$ cat config.mk
export PLATFORM = sky130hd
export DESIGN_NAME = jtag_dtm_tap
export DESIGN_NICKNAME = d
export VERILOG_FILES = /design/src/rtl/jtag_dtm_tap.sv
export SDC_FILE = /design/constraint.sdc
export NUM_CORES = 1
export LEC_CHECK = 0
export CORE_MARGIN = 10
export CORE_UTILIZATION = 67
export CTS_CLUSTER_DIAMETER = 40
export DETAILED_ROUTE_END_ITERATION = 8
export DONT_BUFFER_PORTS = 1
export PLACE_DENSITY = 0.92
export SLEW_MARGIN = 20
export SYNTH_ARGS = -nofsm -noshare
export SYNTH_HDL_FRONTEND = slang
export SYNTH_SLANG_ARGS = --single-unit
$ cat constraint.sdc
create_clock -name clk_i -period 2.91 [get_ports clk_i]
set_input_delay 0.291 -clock clk_i [delete_from_list [all_inputs] [get_ports clk_i]]
set_output_delay 0.291 -clock clk_i [all_outputs]
set_load 0.03 [all_outputs]
$ cat src/rtl/jtag_dtm_tap.sv
// JTAG DTM TAP: TCK/TMS/TDI are oversampled on clk_i to run the TAP, shift IR/DR, and drive the DMI request/control outputs.
// Latency: SYNC_STAGES+1 clk from a TCK edge to the matching state change; update/reset pulses are one clk wide.
// Backpressure: none. The host paces everything through TCK, and dtm_status_i reports busy/error through DTMCS/DMI capture.
// Optional trst_n_i input under JTAG_TRST_EN: a synchronised low forces Test-Logic-Reset and IR=IDCODE.
module jtag_dtm_tap #(
    parameter logic [31:0] IDCODE      = 32'h1000_0001,
    parameter int          ABITS       = 7,
    parameter int          SYNC_STAGES = 2
) (
    input  logic             clk_i,
    input  logic             reset_i,
`ifdef JTAG_TRST_EN
    input  logic             trst_n_i,
`endif
    input  logic             tck_i,
    input  logic             tms_i,
    input  logic             tdi_i,
    output logic             tdo_o,
    output logic             tdo_en_o,
    output logic [4:0]       dtm_IR_o,
    output logic [31:0]      dtm_dmi_data_o,
    output logic [ABITS-1:0] dtm_dmi_addr_o,
    output logic [1:0]       dtm_dmi_op_o,
    output logic             dtm_dmireset_o,
    output logic             dtm_dmihardreset_o,
    output logic             dtm_dr_update_o,
    input  logic [ABITS-1:0] dtm_dmi_resp_addr_i,
    input  logic [31:0]      dtm_dmi_resp_data_i,
    input  logic             dtm_status_i
);
    localparam int          DR_W      = ABITS + 34;
    localparam logic [4:0]  IR_IDCODE = 5'h01;
    localparam logic [4:0]  IR_DTMCS  = 5'h10;
    localparam logic [4:0]  IR_DMI    = 5'h11;
    localparam logic [5:0]  ABITS_FLD = 6'(ABITS);

    typedef enum logic [3:0] {
        TLR, RTI, SEL_DR, CAP_DR, SH_DR, EX1_DR, PAU_DR, EX2_DR, UPD_DR,
        SEL_IR, CAP_IR, SH_IR, EX1_IR, PAU_IR, EX2_IR, UPD_IR
    } tap_state_e;

    tap_state_e             state_q, state_d;
    logic [SYNC_STAGES-1:0] tck_sync_q, tck_sync_d;
    logic [SYNC_STAGES-1:0] tms_sync_q, tms_sync_d;
    logic [SYNC_STAGES-1:0] tdi_sync_q, tdi_sync_d;
    logic                   tck_prev_q, tck_prev_d;
    logic [4:0]             ir_sh_q, ir_sh_d;
    logic [4:0]             ir_q, ir_d;
    logic [DR_W-1:0]        dr_q, dr_d;
    logic                   tdo_q, tdo_d;
    logic                   tdo_en_q, tdo_en_d;
    logic [31:0]            data_q, data_d;
    logic [ABITS-1:0]       addr_q, addr_d;
    logic [1:0]             op_q, op_d;
    logic                   dmireset_q, dmireset_d;
    logic                   hardreset_q, hardreset_d;
    logic                   upd_q, upd_d;
`ifdef JTAG_TRST_EN
    logic [SYNC_STAGES-1:0] trst_sync_q, trst_sync_d;
`endif

    logic tck_s, tms_s, tdi_s, tck_rise, tck_fall;

    assign tck_s    = tck_sync_q[SYNC_STAGES-1];
    assign tms_s    = tms_sync_q[SYNC_STAGES-1];
    assign tdi_s    = tdi_sync_q[SYNC_STAGES-1];
    assign tck_rise = tck_s & ~tck_prev_q;
    assign tck_fall = ~tck_s & tck_prev_q;

    // Next-state logic: synchronisers, TAP transitions, IR/DR capture-shift-update and TDO launch.
    always_comb begin
        tck_sync_d  = {tck_sync_q[SYNC_STAGES-2:0], tck_i};
        tms_sync_d  = {tms_sync_q[SYNC_STAGES-2:0], tms_i};
        tdi_sync_d  = {tdi_sync_q[SYNC_STAGES-2:0], tdi_i};
`ifdef JTAG_TRST_EN
        trst_sync_d = {trst_sync_q[SYNC_STAGES-2:0], trst_n_i};
`endif
        tck_prev_d  = tck_s;
        state_d     = state_q;
        ir_sh_d     = ir_sh_q;
        ir_d        = ir_q;
        dr_d        = dr_q;
        tdo_d       = tdo_q;
        data_d      = data_q;
        addr_d      = addr_q;
        op_d        = op_q;
        dmireset_d  = 1'b0;
        hardreset_d = 1'b0;
        upd_d       = 1'b0;

        if (tck_rise) begin
            case (state_q)
                TLR:     state_d = tms_s ? TLR    : RTI;
                RTI:     state_d = tms_s ? SEL_DR : RTI;
                SEL_DR:  state_d = tms_s ? SEL_IR : CAP_DR;
                CAP_DR:  state_d = tms_s ? EX1_DR : SH_DR;
                SH_DR:   state_d = tms_s ? EX1_DR : SH_DR;
                EX1_DR:  state_d = tms_s ? UPD_DR : PAU_DR;
                PAU_DR:  state_d = tms_s ? EX2_DR : PAU_DR;
                EX2_DR:  state_d = tms_s ? UPD_DR : SH_DR;
                UPD_DR:  state_d = tms_s ? SEL_DR : RTI;
                SEL_IR:  state_d = tms_s ? TLR    : CAP_IR;
                CAP_IR:  state_d = tms_s ? EX1_IR : SH_IR;
                SH_IR:   state_d = tms_s ? EX1_IR : SH_IR;
                EX1_IR:  state_d = tms_s ? UPD_IR : PAU_IR;
                PAU_IR:  state_d = tms_s ? EX2_IR : PAU_IR;
                EX2_IR:  state_d = tms_s ? UPD_IR : SH_IR;
                UPD_IR:  state_d = tms_s ? SEL_DR : RTI;
                default: state_d = TLR;
            endcase

            case (state_q)
                CAP_IR: ir_sh_d = 5'b00001;
                SH_IR:  ir_sh_d = {tdi_s, ir_sh_q[4:1]};
                CAP_DR: begin
                    dr_d = '0;
                    case (ir_q)
                        IR_IDCODE: dr_d[31:0] = IDCODE;
                        IR_DTMCS:  dr_d[31:0] = {14'b0, 2'b00, 1'b0, 3'd1,
                                                 {2{dtm_status_i}}, ABITS_FLD, 4'd1};
                        IR_DMI:    dr_d = {dtm_dmi_resp_addr_i, dtm_dmi_resp_data_i,
                                           dtm_status_i ? 2'b11 : 2'b00};
                        default:   dr_d = '0;
                    endcase
                end
                SH_DR: begin
                    // TDI enters at the top bit of whichever register IR selects.
                    dr_d = dr_q >> 1;
                    case (ir_q)
                        IR_IDCODE, IR_DTMCS: dr_d[31]     = tdi_s;
                        IR_DMI:              dr_d[DR_W-1] = tdi_s;
                        default:             dr_d[0]      = tdi_s;
                    endcase
                end
                default: ;
            endcase

            if (state_d == UPD_DR && state_q != UPD_DR) begin
                if (ir_q == IR_DMI) begin
                    addr_d = dr_q[DR_W-1:34];
                    data_d = dr_q[33:2];
                    op_d   = dr_q[1:0];
                    upd_d  = 1'b1;
                end else if (ir_q == IR_DTMCS) begin
                    dmireset_d  = dr_q[16];
                    hardreset_d = dr_q[17];
                end
            end

            if (state_d == UPD_IR && state_q != UPD_IR) begin
                ir_d = ir_sh_q;
            end
        end

`ifdef JTAG_TRST_EN
        if (!trst_sync_q[SYNC_STAGES-1]) begin
            state_d = TLR;
        end
`endif
        if (state_d == TLR) begin
            ir_d = IR_IDCODE;
        end

        tdo_en_d = (state_d == SH_DR) || (state_d == SH_IR);
        if (!tdo_en_d) begin
            tdo_d = 1'b0;
        end else if (tck_fall) begin
            tdo_d = (state_q == SH_IR) ? ir_sh_q[0] : dr_q[0];
        end
    end

    // State registers with synchronous active-low reset.
    always_ff @(posedge clk_i) begin
        if (!reset_i) begin
            tck_sync_q  <= '0;
            tms_sync_q  <= '0;
            tdi_sync_q  <= '0;
`ifdef JTAG_TRST_EN
            trst_sync_q <= '0;
`endif
            tck_prev_q  <= 1'b0;
            state_q     <= TLR;
            ir_sh_q     <= '0;
            ir_q        <= IR_IDCODE;
            dr_q        <= '0;
            tdo_q       <= 1'b0;
            tdo_en_q    <= 1'b0;
            data_q      <= '0;
            addr_q      <= '0;
            op_q        <= '0;
            dmireset_q  <= 1'b0;
            hardreset_q <= 1'b0;
            upd_q       <= 1'b0;
        end else begin
            tck_sync_q  <= tck_sync_d;
            tms_sync_q  <= tms_sync_d;
            tdi_sync_q  <= tdi_sync_d;
`ifdef JTAG_TRST_EN
            trst_sync_q <= trst_sync_d;
`endif
            tck_prev_q  <= tck_prev_d;
            state_q     <= state_d;
            ir_sh_q     <= ir_sh_d;
            ir_q        <= ir_d;
            dr_q        <= dr_d;
            tdo_q       <= tdo_d;
            tdo_en_q    <= tdo_en_d;
            data_q      <= data_d;
            addr_q      <= addr_d;
            op_q        <= op_d;
            dmireset_q  <= dmireset_d;
            hardreset_q <= hardreset_d;
            upd_q       <= upd_d;
        end
    end

    assign tdo_o              = tdo_q;
    assign tdo_en_o           = tdo_en_q;
    assign dtm_IR_o           = ir_q;
    assign dtm_dmi_data_o     = data_q;
    assign dtm_dmi_addr_o     = addr_q;
    assign dtm_dmi_op_o       = op_q;
    assign dtm_dmireset_o     = dmireset_q;
    assign dtm_dmihardreset_o = hardreset_q;
    assign dtm_dr_update_o    = upd_q;
endmodule

=== Yosys cells after proc, flatten, opt, wreduce, memory -nomap -nowiden ===
Index checks and enable logic that the tools add are counted.

* Flip-flop bits (word level): 108
* Bits of input ports: 45
* Output and inout bits: 51
* Word-level logic and storage cells: 93

* Equality and inequality tests: 24
* Mux-type cells: 25
* Bitwise gates (word level): 8
* Reduce and logical (&&, ||, !) cells: 20

{| class="wikitable"
|+ Operator list
! cell !! number
|-
| 32-bit one-hot mux with 3 select lines || 1
|-
| 41-bit one-hot mux with 2 select lines || 1
|-
| 4-bit one-hot mux with 12 select lines || 1
|-
| 4-bit == test, second input constant || 11
|-
| 4-bit 2-to-1 mux || 6
|-
| 4-bit by 3-bit == test with 1-bit output, second input constant || 5
|-
| 5-bit == test, second input constant || 2
|-
| 5-bit one-hot mux with 2 select lines || 1
|-
| 9-bit 2-to-1 mux || 1
|-
| 4-bit by 2-bit == test with 1-bit output, second input constant || 2
|-
| 4-bit zero test || 2
|-
| 1-bit 2-to-1 mux || 8
|-
| 2-bit 2-to-1 mux || 4
|-
| 4-bit != test, second input constant || 2
|-
| 2-bit AND reduction || 4
|-
| 2-bit OR reduction || 4
|-
| 3-bit 2-to-1 mux || 2
|-
| 1-bit inverter || 6
|-
| 3-bit AND reduction || 2
|-
| 3-bit OR reduction || 2
|-
| 5-bit by 1-bit == test with 1-bit output, second input constant || 1
|-
| 5-bit OR reduction || 1
|-
| 4-bit by 1-bit == test with 1-bit output, second input constant || 1
|-
| 2-bit nonzero test || 2
|-
| 3 further kinds || 5
|}

=== Depth between registers and ports, before layout ===
* Word-level depth: 8
* Mapped depth: 8
* Depth with buffers taken out: 5

=== Worst setup path after synthesis ===
OpenSTA, ideal clock, no wires.

* Path type: reg2reg
* Start point: register state_q[0]
* End point: register dr_q[10]
* Library setup time: 132 ps
* Data arrival time: 1593 ps
* Required time: 2778 ps
* Path slack: 1185 ps
* Stages on the path, launching flop included: 7
* Path buffers: 2
* Period minus slack after synthesis: 1725 ps
* Cell sequence: dfxtp_1 > buf_2 > or3b_1 > a211o_1 > clkbuf_1 > a221oi_1 > nor3_1

* Cells in the longest elaborated chain, start to end: 3
* Elaborated cells on any way between the ends: 5
* Classes of those cells: eq/ne: 2; mux: 1; reduce/logical: 2

{| class="wikitable"
|+ Ends and longest elaborated chain
! what !! RTL line !! source
|-
| start: declaration || 42 || <nowiki>tap_state_e state_q, state_d;</nowiki>
|-
| start signal: assignment || 202 || <nowiki>state_q <= state_d;</nowiki>
|-
| 4-bit by 3-bit == test with 1-bit output or 4-bit by 2-bit == test with 1-bit output (tied branches) || 112 || <nowiki>case (state_q)</nowiki>
|-
| 2-bit nonzero test (no line) || - ||
|-
| 2-bit AND reduction (no line) || - ||
|-
| end signal: assignment || 205 || <nowiki>dr_q <= dr_d;</nowiki>
|-
| end: declaration || 49 || <nowiki>logic [DR_W-1:0] dr_q, dr_d;</nowiki>
|}

Several ways; a longest one is shown, not always the timed one.
A chain may end at the register's enable or synchronous reset.

=== Worst setup path after layout ===
* Start point: register state_q[3]
* End point: register dr_q[9]

The elaborated chain is that of the path after synthesis.

==> metrics.md <==
| Metric | Value |
|---|---|
| # fillers | `500` |
| Placed Instance Area | `4440 um2` |
| Met2 Resource Use GR | `0.337` |
| Hold_ws | `0.0397 ns` |
| Syn_area_per_cell | `8.12 um2` |
| Worst path required time | `approximately 3.2 ns` |
| Yosys top cell by area | `dfxtp_1` |
| Synth top area cells | `dfxtp_1 (49%), nand2_1 (11%), a21oi_1 (9.9%)` |
| Dominant synthesized flop cell | `dfxtp_1` |
| Reg2Reg Depth | `6` |
| Hold Vio Cnt, Final | `0` |
| First DRT Iteration DRCs | `approximately 330` |
| GR met1 Demand/Resource | `0.255` |
| Cts repair resizes | `0` |
| PwrDens | `~520 nW/um2` |
| Maximum fanout along the worst path | `30` |
| Largest net degree at the start of global routing | `just over 90` |
| Vias post-DR | `approximately 3800` |
| Pleak | `between 1 and 1.5 nW` |
| Total negative slack | `0 ns` |
| Final Wtd Congestion | `roughly 0.84` |
| Crit path cell chain | `nor3_1 > and2_1 > nor3_4 > buf_4 > nand2_1 > a21oi_1` |
| Async SR Flop Fraction | `0` |
| Core area | `approximately 6400 um2` |
| First-pass GRT wire length | `roughly 17000 um` |
| Initial Util | `0.696` |
| Achievable Freq | `between 0.4 and 0.5 GHz` |
| Clock power share | `0.358` |
| Gate power share | `0.024` |
| CP top delay family | `simple AND/OR/NAND/NOR gates` |
| Seq cells post-synth | `about 110` |
| Cell Area, Synth | `4440 um2` |
| Number of global-route vias before repair | `around 3500` |
| P_sw | `0.588 mW` |
| Grt total ovfl | `0` |
| Synth-to-Final Area Change | `4.06%` |
| Vias per cell | `roughly 6.3` |
| Tot GR Track Use | `0.207` |
| Final worst path period share | `0.760` |
| CP max stage delay | `0.72 ns` |
| Sink Count | `108` |
| Worst slew pin tran | `between 0.9 and 1 ns` |
| Critical path data arrival time | `between 2 and 3 ns` |
| Met3 GRT Util | `0.0585` |
| CTS root buf | `clkbuf_8` |
| Slew margin rel. | `0.395` |
| DR pass1 iterations | `5` |
| Crit path launch type | `flop` |
| Share of cells above drive strength 1 | `0.0644` |
| Initial antenna violation count | `0` |
| Min Tclk post-route | `approximately 2.2 ns` |
| CP Capture Type | `flop` |
| I/O Buffers | `0` |
| Seq/Total Area, Yosys | `0.487` |
| Non-Filler Instances | `around 610` |
| H-tree depth | `3` |
| Synth top area share | `0.487` |
| Layout Nets | `569` |
| Flop pwr share | `0.618` |
| Skew-Pair Late Insertion Delay | `~0.37 ns` |
| Layer with the highest usage | `met2` |
| Worst hold path type | `in -> reg` |
| Vert. Die Dim | `roughly 100 um` |
| Hold depth | `1` |
| Outcome | `finished clean` |
| Antenna Cells | `0` |
| IO Count | `96` |
| Total Routed Length | `between 10000 and 15000 um` |
| WP depth | `6` |
| Critical-path top delay cell | `dfxtp_1` |
| Design Power | `between 2 and 2.5 mW` |
| WL/cell | `between 15 and 20 um` |
| Max Buffers Root-to-Sink | `2` |
| Setup Crit Path Kind | `reg -> reg` |
| Syn Inst Count | `547` |
| # hold bufs at CTS | `0` |
| CTS tree | `yes` |
| Syn. warnings | `0` |
| Post-DP HPWL | `roughly 7500 um` |
| Sw Share | `0.244` |
| Most common cell after layout, fill and taps aside | `nand2_1` |
| Critical path buffers and inverters | `1` |
| Post-synthesis cell type count | `45` |
| Remaining DRCs | `0` |
| Die Span X | `a little over 100 um` |
| Post-Place Cells | `590` |
| ANT nets after route | `0` |
| Number of flops mapped to enable cells by yosys | `0` |
| Cts bufs inserted | `9` |
| Setup bufs post-CTS | `0` |
| Max-Cap Viols | `0` |
| Final Max Slew Viols | `0` |
| Design Area, Final | `approximately 4600 um2` |
| Final clock skew | `around 0.013 ns` |
| Final setup violating endpoints | `0` |
| Int Pwr | `1.83 mW` |
| Synth Net Count | `approximately 600` |
| Clk slew on worst S/H paths | `approximately 0.10 ns` |
| RSZ-0062 raised after global routing | `no` |
| Commonest non-fill, non-tap cells in the layout | `nand2_1 (131), dfxtp_1 (108), a21oi_1 (88), a22oi_1 (30)` |
| # rows | `29` |
| Max VDD drop | `0.366 mV` |
| Die ar. | `between 10000 and 15000 um2` |
-- registers in the layout (all words and copies together) (netlist names) --
| name | cells |
|---|---|
| dtm_IR_o | 5 |
| state_q | 4 |
| dtm_dmi_addr_o | 7 |
| tdo_en_o | 1 |
| dr_q | 41 |
| dtm_dmihardreset_o | 1 |
| dtm_dmireset_o | 1 |
| tms_sync_q | 2 |
| dtm_dmi_op_o | 2 |
| dtm_dmi_data_o | 32 |
| tdi_sync_q | 2 |
| dtm_dr_update_o | 1 |
| tck_prev_q | 1 |
| tck_sync_q | 2 |
| tdo_o | 1 |
| ir_sh_q | 5 |
-- worst paths after layout --
kind	from	end	slack [ns]
max	state_q[3]	dr_q[9]	0.70
min	reset_i	state_q[3]	0.04
max reg2reg	state_q[3]	dr_q[9]	0.70
min reg2reg	tms_sync_q[0]	tms_sync_q[1]	0.44
-- cells in the mapped netlist (2+ instances only) --
cell type,n
buf_2,14
a21oi_1,88
nor2_1,18
a31oi_1,5
nand3b_1,5
nand3_1,8
dfxtp_1,108
nor2b_1,9
inv_1,4
buf_4,3
a211o_1,2
clkbuf_1,28
and3b_1,2
nand2b_1,6
a221oi_1,3
mux2i_1,6
a311oi_1,2
a32oi_1,2
nand2_1,131
nor3_2,3
nor3_1,17
o211ai_1,2
o21ai_0,9
a22oi_1,30
and2_1,13
o31ai_1,2
a211oi_1,9
-- per-layer routing --
layer  wire, um  up-vias
met5          0        -
met4        156        0
met3       1100       14
met2       5260      167
met1       4360     1764
li1           -     1858
-- power groups by stage --
stage / logic [mW] / registers, mW / clock network [mW]
2_1_floorplan: 0.0537 / 1.52 / 0
3_3_place_gp: 0.0566 / 1.53 / 0
3_5_place_dp: 0.0577 / 1.53 / 0
4_1_cts: 0.0578 / 1.49 / 0.864
5_1_grt: 0.0644 / 1.49 / 0.934
6_report: 0.0577 / 1.49 / 0.865
-- cell type report --
class                      instances  area (um2)  share of cell area
clock buffer                       9         124              0.0268
inverter                           4        15.0             0.00325
multi-input combinational        389        2070               0.448
tap                               77        96.3              0.0208
sequential                       108        2160               0.468
timing repair buffer              12        90.1              0.0195
clock inverter                     6        62.6              0.0135
-- cell families after synthesis --
logic type / synth area share
xor+xnor: 0.00197
simple gates: 0.223
compound gates: 0.224
mux: 0.0161
flops: 0.487
buf+inv: 0.0487
-- through the flow --
stage	util	worst slack (ns)
after global placement	0.695	0.887
after floorplan	-	1.19
after detailed placement	0.695	0.773
after global routing	0.724	0.482
after CTS	0.724	0.732
final	0.724	0.697
(Power assumes the default switching activity.)
